--- src/rtl/arith_serial_pkg.sv ---
// Shared types and helpers for the bit-serial add/subtract unit.
package arith_serial_pkg;

  localparam int unsigned WIDTH_DEFAULT = 8;

  typedef enum logic {
    IDLE  = 1'b0,
    SHIFT = 1'b1
  } state_t;

  // Signed overflow from operand sign bits and the result sign bit.
  function automatic logic ovf(input logic a_msb, input logic b_msb, input logic s_msb);
    return (a_msb == b_msb) && (s_msb != a_msb);
  endfunction

endpackage

--- src/rtl/arith_serial_fa_cell.sv ---
// One-bit full adder; the only arithmetic element in the serial datapath.
module arith_serial_fa_cell (
  input  logic a_i,
  input  logic b_i,
  input  logic cin_i,
  output logic s_o,
  output logic cout_o
);

  assign s_o    = a_i ^ b_i ^ cin_i;
  assign cout_o = (a_i & b_i) | (a_i & cin_i) | (b_i & cin_i);

endmodule

--- src/rtl/arith_serial.sv ---
// Bit-serial A +/- B with signed overflow; one result bit per clock, LSB first.
module arith_serial
  import arith_serial_pkg::*;
#(
  parameter int unsigned WIDTH = WIDTH_DEFAULT
) (
  input  logic             clk,
  input  logic             rst,
  input  logic [WIDTH-1:0] A,
  input  logic [WIDTH-1:0] B,
  input  logic             SUB,
  input  logic             strt,
  output logic [WIDTH-1:0] SUM,
  output logic             OV,
  output logic             busy,
  output logic             done
);

  localparam int unsigned CNT_W = (WIDTH > 2) ? $clog2(WIDTH) : 1;
  localparam logic [CNT_W-1:0] CNT_LAST = CNT_W'(WIDTH - 1);

  state_t             state_q, state_d;
  logic [WIDTH-1:0]   a_sh_q, a_sh_d;
  logic [WIDTH-1:0]   b_sh_q, b_sh_d;
  logic [WIDTH-2:0]   res_sh_q, res_sh_d;
  logic               carry_q, carry_d;
  logic [CNT_W-1:0]   cnt_q, cnt_d;
  logic               a_msb_q, a_msb_d;
  logic               b_msb_q, b_msb_d;
  logic [WIDTH-1:0]   sum_q, sum_d;
  logic               ov_q, ov_d;
  logic               done_q, done_d;
  logic               s_c;
  logic               cout_c;
  logic               last_c;

  arith_serial_fa_cell u_fa (
    .a_i   (a_sh_q[0]),
    .b_i   (b_sh_q[0]),
    .cin_i (carry_q),
    .s_o   (s_c),
    .cout_o(cout_c)
  );

  assign last_c = (cnt_q == CNT_LAST);

  always_ff @(posedge clk or posedge rst) begin
    if (rst) state_q <= IDLE;
    else     state_q <= state_d;
  end

  always_comb begin
    state_d = state_q;
    case (state_q)
      IDLE:    if (strt)   state_d = SHIFT;
      SHIFT:   if (last_c) state_d = IDLE;
      default: state_d = IDLE;
    endcase
  end

  // Datapath next values; outputs only move on the completing edge.
  always_comb begin
    a_sh_d   = a_sh_q;
    b_sh_d   = b_sh_q;
    res_sh_d = res_sh_q;
    carry_d  = carry_q;
    cnt_d    = cnt_q;
    a_msb_d  = a_msb_q;
    b_msb_d  = b_msb_q;
    sum_d    = sum_q;
    ov_d     = ov_q;
    done_d   = 1'b0;
    case (state_q)
      IDLE: begin
        if (strt) begin
          a_sh_d  = A;
          b_sh_d  = B ^ {WIDTH{SUB}};
          carry_d = SUB;
          cnt_d   = '0;
          a_msb_d = A[WIDTH-1];
          b_msb_d = B[WIDTH-1] ^ SUB;
        end
      end
      SHIFT: begin
        a_sh_d   = a_sh_q >> 1;
        b_sh_d   = b_sh_q >> 1;
        res_sh_d = (WIDTH-1)'({s_c, res_sh_q} >> 1);
        carry_d  = cout_c;
        cnt_d    = cnt_q + CNT_W'(1);
        if (last_c) begin
          sum_d  = {s_c, res_sh_q};
          ov_d   = ovf(a_msb_q, b_msb_q, s_c);
          done_d = 1'b1;
        end
      end
      default: ;
    endcase
  end

  always_ff @(posedge clk or posedge rst) begin
    if (rst) begin
      a_sh_q   <= '0;
      b_sh_q   <= '0;
      res_sh_q <= '0;
      carry_q  <= 1'b0;
      cnt_q    <= '0;
      a_msb_q  <= 1'b0;
      b_msb_q  <= 1'b0;
      sum_q    <= '0;
      ov_q     <= 1'b0;
      done_q   <= 1'b0;
    end else begin
      a_sh_q   <= a_sh_d;
      b_sh_q   <= b_sh_d;
      res_sh_q <= res_sh_d;
      carry_q  <= carry_d;
      cnt_q    <= cnt_d;
      a_msb_q  <= a_msb_d;
      b_msb_q  <= b_msb_d;
      sum_q    <= sum_d;
      ov_q     <= ov_d;
      done_q   <= done_d;
    end
  end

  assign SUM  = sum_q;
  assign OV   = ov_q;
  assign done = done_q;
  assign busy = (state_q == SHIFT);

endmodule

--- config.mk ---
export PLATFORM = sky130hd
export DESIGN_NAME = arith_serial
export DESIGN_NICKNAME = d
export VERILOG_FILES = /design/src/rtl/arith_serial_pkg.sv /design/src/rtl/arith_serial_fa_cell.sv /design/src/rtl/arith_serial.sv
export SDC_FILE = /design/constraint.sdc
export NUM_CORES = 1
export LEC_CHECK = 0
export CAP_MARGIN = 20
export CORE_ASPECT_RATIO = 0.8
export CORE_MARGIN = 2
export CORE_UTILIZATION = 28
export DETAILED_ROUTE_END_ITERATION = 12
export PLACE_DENSITY_LB_ADDON = 0.08
export SETUP_SLACK_MARGIN = 0.2
export SYNTH_ARGS = -nofsm -noshare
export SYNTH_HDL_FRONTEND = slang
export SYNTH_SLANG_ARGS = --single-unit
--- constraint.sdc ---
create_clock -name clk -period 3.7 [get_ports clk]
set_clock_uncertainty 0.2 [all_clocks]
set_input_delay 0.37 -clock clk [delete_from_list [all_inputs] [get_ports clk]]
set_output_delay 0.37 -clock clk [all_outputs]
set_load 0.01 [all_outputs]
==> results of run 1 <==
==> worst min-delay path by stage <==
stage / startpoint / endpoint / cells past startpoint
floorplan: b_sh_q[2] / b_sh_q[1] / 2
global placement: a_sh_q[4] / a_sh_q[3] / 2
finish: a_sh_q[7] / a_sh_q[6] / 2
global route: a_sh_q[2] / a_sh_q[1] / 2
detailed placement: b_sh_q[2] / b_sh_q[1] / 2
CTS: a_sh_q[7] / a_sh_q[6] / 2
==> layer usage <==
layer | track usage [%] | vias to the layer above
li1 | - | 549
met1 | 13.5 | 523
met2 | 14.3 | 17
met3 | 3.17 | 2
met4 | 3.04 | 0
met5 | 0 | -
==> synth_stat cells, drive strengths merged <==
| master | number |
|---|---|
| dfrtp | 40 |
| nand2 | 19 |
| o21ai | 18 |
| mux2i | 17 |
| mux2 | 16 |
| buf | 7 |
| xor2 | 7 |
| nor2 | 4 |
| nand2b | 3 |
| clkbuf | 2 |
| ha | 2 |
| inv | 2 |
| a211oi | 1 |
| a21oi | 1 |
| a22o | 1 |
| fa | 1 |
| nor2b | 1 |
| nor3b | 1 |
| xnor2 | 1 |
==> power by group <==
part	leakage [nW]	internal, mW	switching (mW)	total (mW)
sequential	0.511	0.624	0.106	0.730
combinational	0.496	0.365	0.272	0.637
clock	0.0583	0.203	0.159	0.362
total	1.07	1.19	0.537	1.73
==> metrics by stage <==
| step | cell area, µm² | utilization, % | std cells | hold WS (ns) | power [mW] |
|---|---|---|---|---|---|
| 5_1_grt | 2290 | 36.2 | 260 | 0.314 | 1.86 |
| 3_3_place_gp | 2180 | 34.3 | 252 | 0.273 | 1.37 |
| 3_5_place_dp | 2180 | 34.3 | 252 | 0.275 | 1.39 |
| 4_1_cts | 2290 | 36.2 | 260 | 0.294 | 1.76 |
| 6_report | 2290 | 36.2 | 260 | 0.286 | 1.73 |
| 2_1_floorplan | 1830 | - | 144 | 0.255 | 1.19 |
==> registers in the layout (all words and copies together) (netlist names) <==
register,cells
busy,1
a_sh_q,8
cnt_q,3
b_msb_q,1
OV,1
res_sh_q,7
b_sh_q,8
done,1
a_msb_q,1
carry_q,1
SUM,8
==> kinds of logic (layout without fill, tap and decap cells) <==
| family | count (synthesis) | in the layout | share of synthesized area (%) |
|---|---|---|---|
| compound gates | 21 | 21 | 6.37 |
| xor+xnor | 8 | 8 | 3.84 |
| fa+ha+maj | 3 | 3 | 2.47 |
| buf+inv | 11 | 43 | 4.59 |
| flops | 40 | 40 | 54.8 |
| mux | 33 | 33 | 20.6 |
| simple gates | 28 | 28 | 7.33 |
==> area by class of cell <==
| class | instances | area (µm²) |
|---|---|---|
| clock inverters | 3 | 47.5 |
| inverters | 2 | 7.51 |
| well taps | 84 | 105 |
| flip-flops and latches | 40 | 1000 |
| clock buffers | 5 | 68.8 |
| multi-input cells | 93 | 742 |
| repair buffers | 33 | 323 |
| fillers | 639 | 4050 |
==> worst min-delay path, delay by kind of cell, from the launching register on <==
kind,cells,cell delay [ns]
simple gates,1,0.05
flops,1,0.35
compound gates,1,0.06
==> results.json, run 1 <==
{
  "synth_top_area_share_pct": 54.8,
  "path_cells": "clkdlybuf4s50_1",
  "hold_buffers": 0,
  "grt_max_degree": 47,
  "maxSlewHeadroom_pct": 41.0,
  "worstPathArrival_ns": 1.20,
  "rrSetupSlack_ns": 2.01,
  "first_global_vias": 1148,
  "drive_above_1_share_pct": 17.0,
  "tns_ns": 0,
  "r2r-start": "carry_q",
  "die_area_um2": 7190,
  "crit_end": "SUM[7]",
  "io_pins": 31,
  "final_hold_viol_count": 0,
  "met3_length_um": 150,
  "pre_cts_slack_ns": 1.74,
  "core_region_area_um2": 6340,
  "mostFrequentLayoutCell": "dfrtp_1",
  "wl_per_cell_um": 12.4,
  "cts_buffer_depth": 2,
  "syn_inst": 144,
  "path_clk_slew_ns": 0.09,
  "endpoint_kind": "output pin",
  "criticalPathCategory": "register to output pin",
  "yosysSeqAreaShare_pct": 54.8,
  "first_pass_iters": 3,
  "maxCapViolCount": 0,
  "clock-root-buffer": "clkbuf_8",
  "portBuffers": 30,
  "ir_drop_mv": 0.260,
  "grt_usage_pct": 9.69,
  "post_cts_resize_count": 0,
  "clock-sinks": 40,
  "num_vias": 1091,
  "avgSynthCellArea_um2": 12.7,
  "min_path_type": "register to register",
  "tightest_slew_ns": 0.885,
  "slowest_stage": "clkdlybuf4s50_1",
  "via_per_inst": 4.20,
  "drc": 0,
  "layout_min_cycle_time_ns": 1.77,
  "grt_pass1_wl_um": 5530,
  "top_layer_used": "met4",
  "status": "finished, final reports clean",
  "synth.largest_area_cell": "dfrtp_1",
  "final_cell_mix": "dfrtp_1, clkdlybuf4s50_1, nand2_1",
  "routed_wl_um": 3220,
  "worst-path-buf-inv": 1,
  "dp_hpwl_um": 2200,
  "power_density_nw_per_um2": 754,
  "dr_wl_met2_um": 1460,
  "tritoncts": "yes",
  "ys_seq_elements": 40,
  "maxSlewViolCount": 0,
  "setup_viol": 0,
  "reg2regPathDepth": 4,
  "crit_fanout": 2,
  "rsz0062_at_grt": "false",
  "cts_buffers": 5,
  "r2r_end": "OV",
  "setup_slack_ns": 1.93,
  "ys_warn_count": 0,
  "synth_nets": 167,
  "critPathLaunchType": "register",
  "postCtsSetupBuffers": 0,
  "n_antenna_cell": 0,
  "critical_path_required_ns": 3.13,
  "synthTopCellsByArea": "dfrtp_1, mux2i_1, mux2_4",
  "area_growth_pct": 25.6,
  "max_freq_mhz": 565,
  "antenna_found_initial": 0,
  "nets": 198,
  "wl_met1_um": 1590,
  "die_h_um": 76.2,
  "synth_area_um2": 1830,
  "p_leak_nw": 1.07,
  "crit_path_start": "SUM[7]",
  "gr-total-overflow": 0,
  "rows": 26,
  "ant_nets": 0,
  "drt_iter0_markers": 20,
  "cp_slowest_stage_delay_ns": 0.54,
  "fin_crit_sh_pct": 47.8,
  "globalplace.congestion": 0.625,
  "h-tree-depth": 2,
  "ys_types": 25,
  "die_x_um": 94.3,
  "cpLargestDelayFamily": "buffers and inverters",
  "clk_latency_ns": 0.29,
  "crit_cells": 1,
  "initial_utilization_pct": 28.8
}
(Power assumes the default switching activity.)
==> run 2, diff against run 1 <==
==> constraint.sdc (replaced) <==
create_clock -name clk -period 1.6 [get_ports clk]
set_clock_uncertainty 0.2 [all_clocks]
set_input_delay 0.16 -clock clk [delete_from_list [all_inputs] [get_ports clk]]
set_output_delay 0.16 -clock clk [all_outputs]
set_load 0.01 [all_outputs]
==> run 2 against run 1 <==
The run now ends with negative setup slack left. Total power grew 130%. First-iteration DRC count grew 75%. Final cell count grew 2.3%. Worst hold slack lost 0.25 ns. Count of clock-buffer cells in the layout grew 1.
==> results.json, run 2 (same netlist as run 1, synthesis figures left out) <==
{
  "worstPathArrival_ns": 1.66,
  "drive_above_1_share_pct": 22.0,
  "max_freq_mhz": 607,
  "rsz0062_at_grt": "true",
  "crit_fanout": 4,
  "portBuffers": 30,
  "grt_max_degree": 41,
  "reg2regPathDepth": 4,
  "fin_crit_sh_pct": 103,
  "first_global_vias": 1229,
  "endpoint_kind": "register",
  "h-tree-depth": 2,
  "busiest_layer": "met2",
  "gr-total-overflow": 0,
  "initial_utilization_pct": 28.8,
  "tns_ns": -0.0470,
  "min_path_type": "primary input to async pin",
  "critPathLaunchType": "register",
  "clock-root-buffer": "clkbuf_8",
  "status": "finished with violations",
  "r2r_end": "OV",
  "io_pins": 31,
  "path_cells": "fa_1 -> nor3b_2 -> a21oi_1 -> o21ai_1",
  "die_h_um": 76.2,
  "criticalPathCategory": "register to register",
  "setup_slack_ns": -0.0470,
  "final_cell_mix": "dfrtp_1, clkdlybuf4s50_1, nand2_1",
  "rrSetupSlack_ns": -0.05,
  "use_met3_pct": 3.56,
  "final_hold_viol_count": 0,
  "area_growth_pct": 31.8,
  "violations": "negative setup slack",
  "grt_use_met2_pct": 15.4,
  "die_area_um2": 7190,
  "tightest_slew_ns": 0.270,
  "grt_pass1_wl_um": 5910,
  "n_antenna_cell": 0,
  "rows": 26,
  "hold_buffers": 0,
  "antenna_found_initial": 0,
  "routed_wl_um": 3550,
  "maxSlewViolCount": 0,
  "finalInstanceArea_um2": 2410,
  "num_vias": 1148,
  "power_density_nw_per_um2": 1680,
  "mostFrequentLayoutCell": "dfrtp_1",
  "grt_usage_pct": 10.7,
  "first_pass_iters": 4,
  "maxCapViolCount": 0,
  "worst-path-buf-inv": 0,
  "layout_min_cycle_time_ns": 1.65,
  "cts_buffers": 5,
  "slowest_stage": "fa_1",
  "critical_path_required_ns": 1.61,
  "globalplace.congestion": 0.668,
  "ant_nets": 0,
  "cts_buffer_depth": 2,
  "wl_per_cell_um": 13.4,
  "die_x_um": 94.3,
  "crit_path_start": "carry_q",
  "use_met1_pct": 14.8,
  "nets": 205,
  "path_clk_slew_ns": 0.08,
  "crit_cells": 4,
  "p_leak_nw": 1.15,
  "clk_latency_ns": 0.29,
  "drt_iter0_markers": 35,
  "r2r-start": "carry_q",
  "cpLargestDelayFamily": "adder cells",
  "clock-sinks": 40,
  "maxSlewHeadroom_pct": 81.9,
  "crit_end": "OV",
  "via_per_inst": 4.32,
  "setup_viol": 1,
  "dp_hpwl_um": 2290,
  "fillers": 625,
  "cp_slowest_stage_delay_ns": 0.61,
  "drc": 0,
  "core_region_area_um2": 6340,
  "tritoncts": "yes",
  "dpl_cell_area_um2": 2270,
  "ir_drop_mv": 0.548
}
run 2: cell count changes in the layout (fill, tap and decap cells not counted), sizes merged:
cell	previous run	this run
bufinv	1	0
nand2	19	20
bufbuf	0	1
clkdlybuf4s50	30	19
dlygate4sd2	0	11
buf	3	8
clkinv	2	1
clkbuf	5	6
run 2: repair_timing:
item	CTS	global route
gates resized for setup	15	3
cloned	1	1
buffers inserted	1	0
endpoints found under the setup margin	22	11
pin swaps	1	3
run 2: worst min-delay path by stage:
stage	start	end	slack, ns	cells after the start
floorplan	A[7]	a_msb_q	0.11	1
global placement	b_sh_q[3]	b_sh_q[2]	0.27	2
detailed placement	b_sh_q[3]	b_sh_q[2]	0.27	2
CTS	rst	a_sh_q[1]	0.05	3
global route	rst	a_sh_q[1]	0.06	3
finish	rst	a_sh_q[1]	0.03	3
run 2: worst min-delay path: stages:
cell             delay (ns)
clkdlybuf4s50_1        0.40
inv_1                  0.10
buf_12                 0.24
run 2: routing by layer:
| metal | routed length [µm] | share of wire (%) |
|---|---|---|
| met5 | 0 | 0 |
| met4 | 44 | 1.2 |
| met3 | 174 | 4.9 |
| met2 | 1570 | 44 |
| met1 | 1770 | 50 |
run 2: final cells by class:
type,instances,area [µm²],area share [%]
Clock buffer,6,72.6,3.01
Clock inverter,1,5.00,0.208
Inverter,2,7.51,0.312
Multi-Input combinational cell,94,786,32.6
Sequential cell,40,1000,41.6
Tap cell,84,105,4.37
Timing Repair Buffer,39,429,17.8
run 2: metrics by stage:
stage	setup slack [ns]	instances	power, mW	utilization (%)	hold slack [ns]
floorplan	0.0678	144	2.80	-	0.110
global route	-0.116	266	4.35	37.9	0.0632
CTS	-0.0542	265	4.05	37.6	0.0461
detailed placement	-0.0349	256	3.34	35.7	0.275
global placement	0.0179	256	3.26	35.7	0.268
finish	-0.0470	266	4.04	37.9	0.0330
run 2: where the power goes:
group | internal [mW] | leakage (nW) | switching [mW] | total [mW]
sequential | 1.45 | 0.511 | 0.270 | 1.72
clock | 0.297 | 0.0410 | 0.329 | 0.626
combinational | 0.990 | 0.595 | 0.711 | 1.70
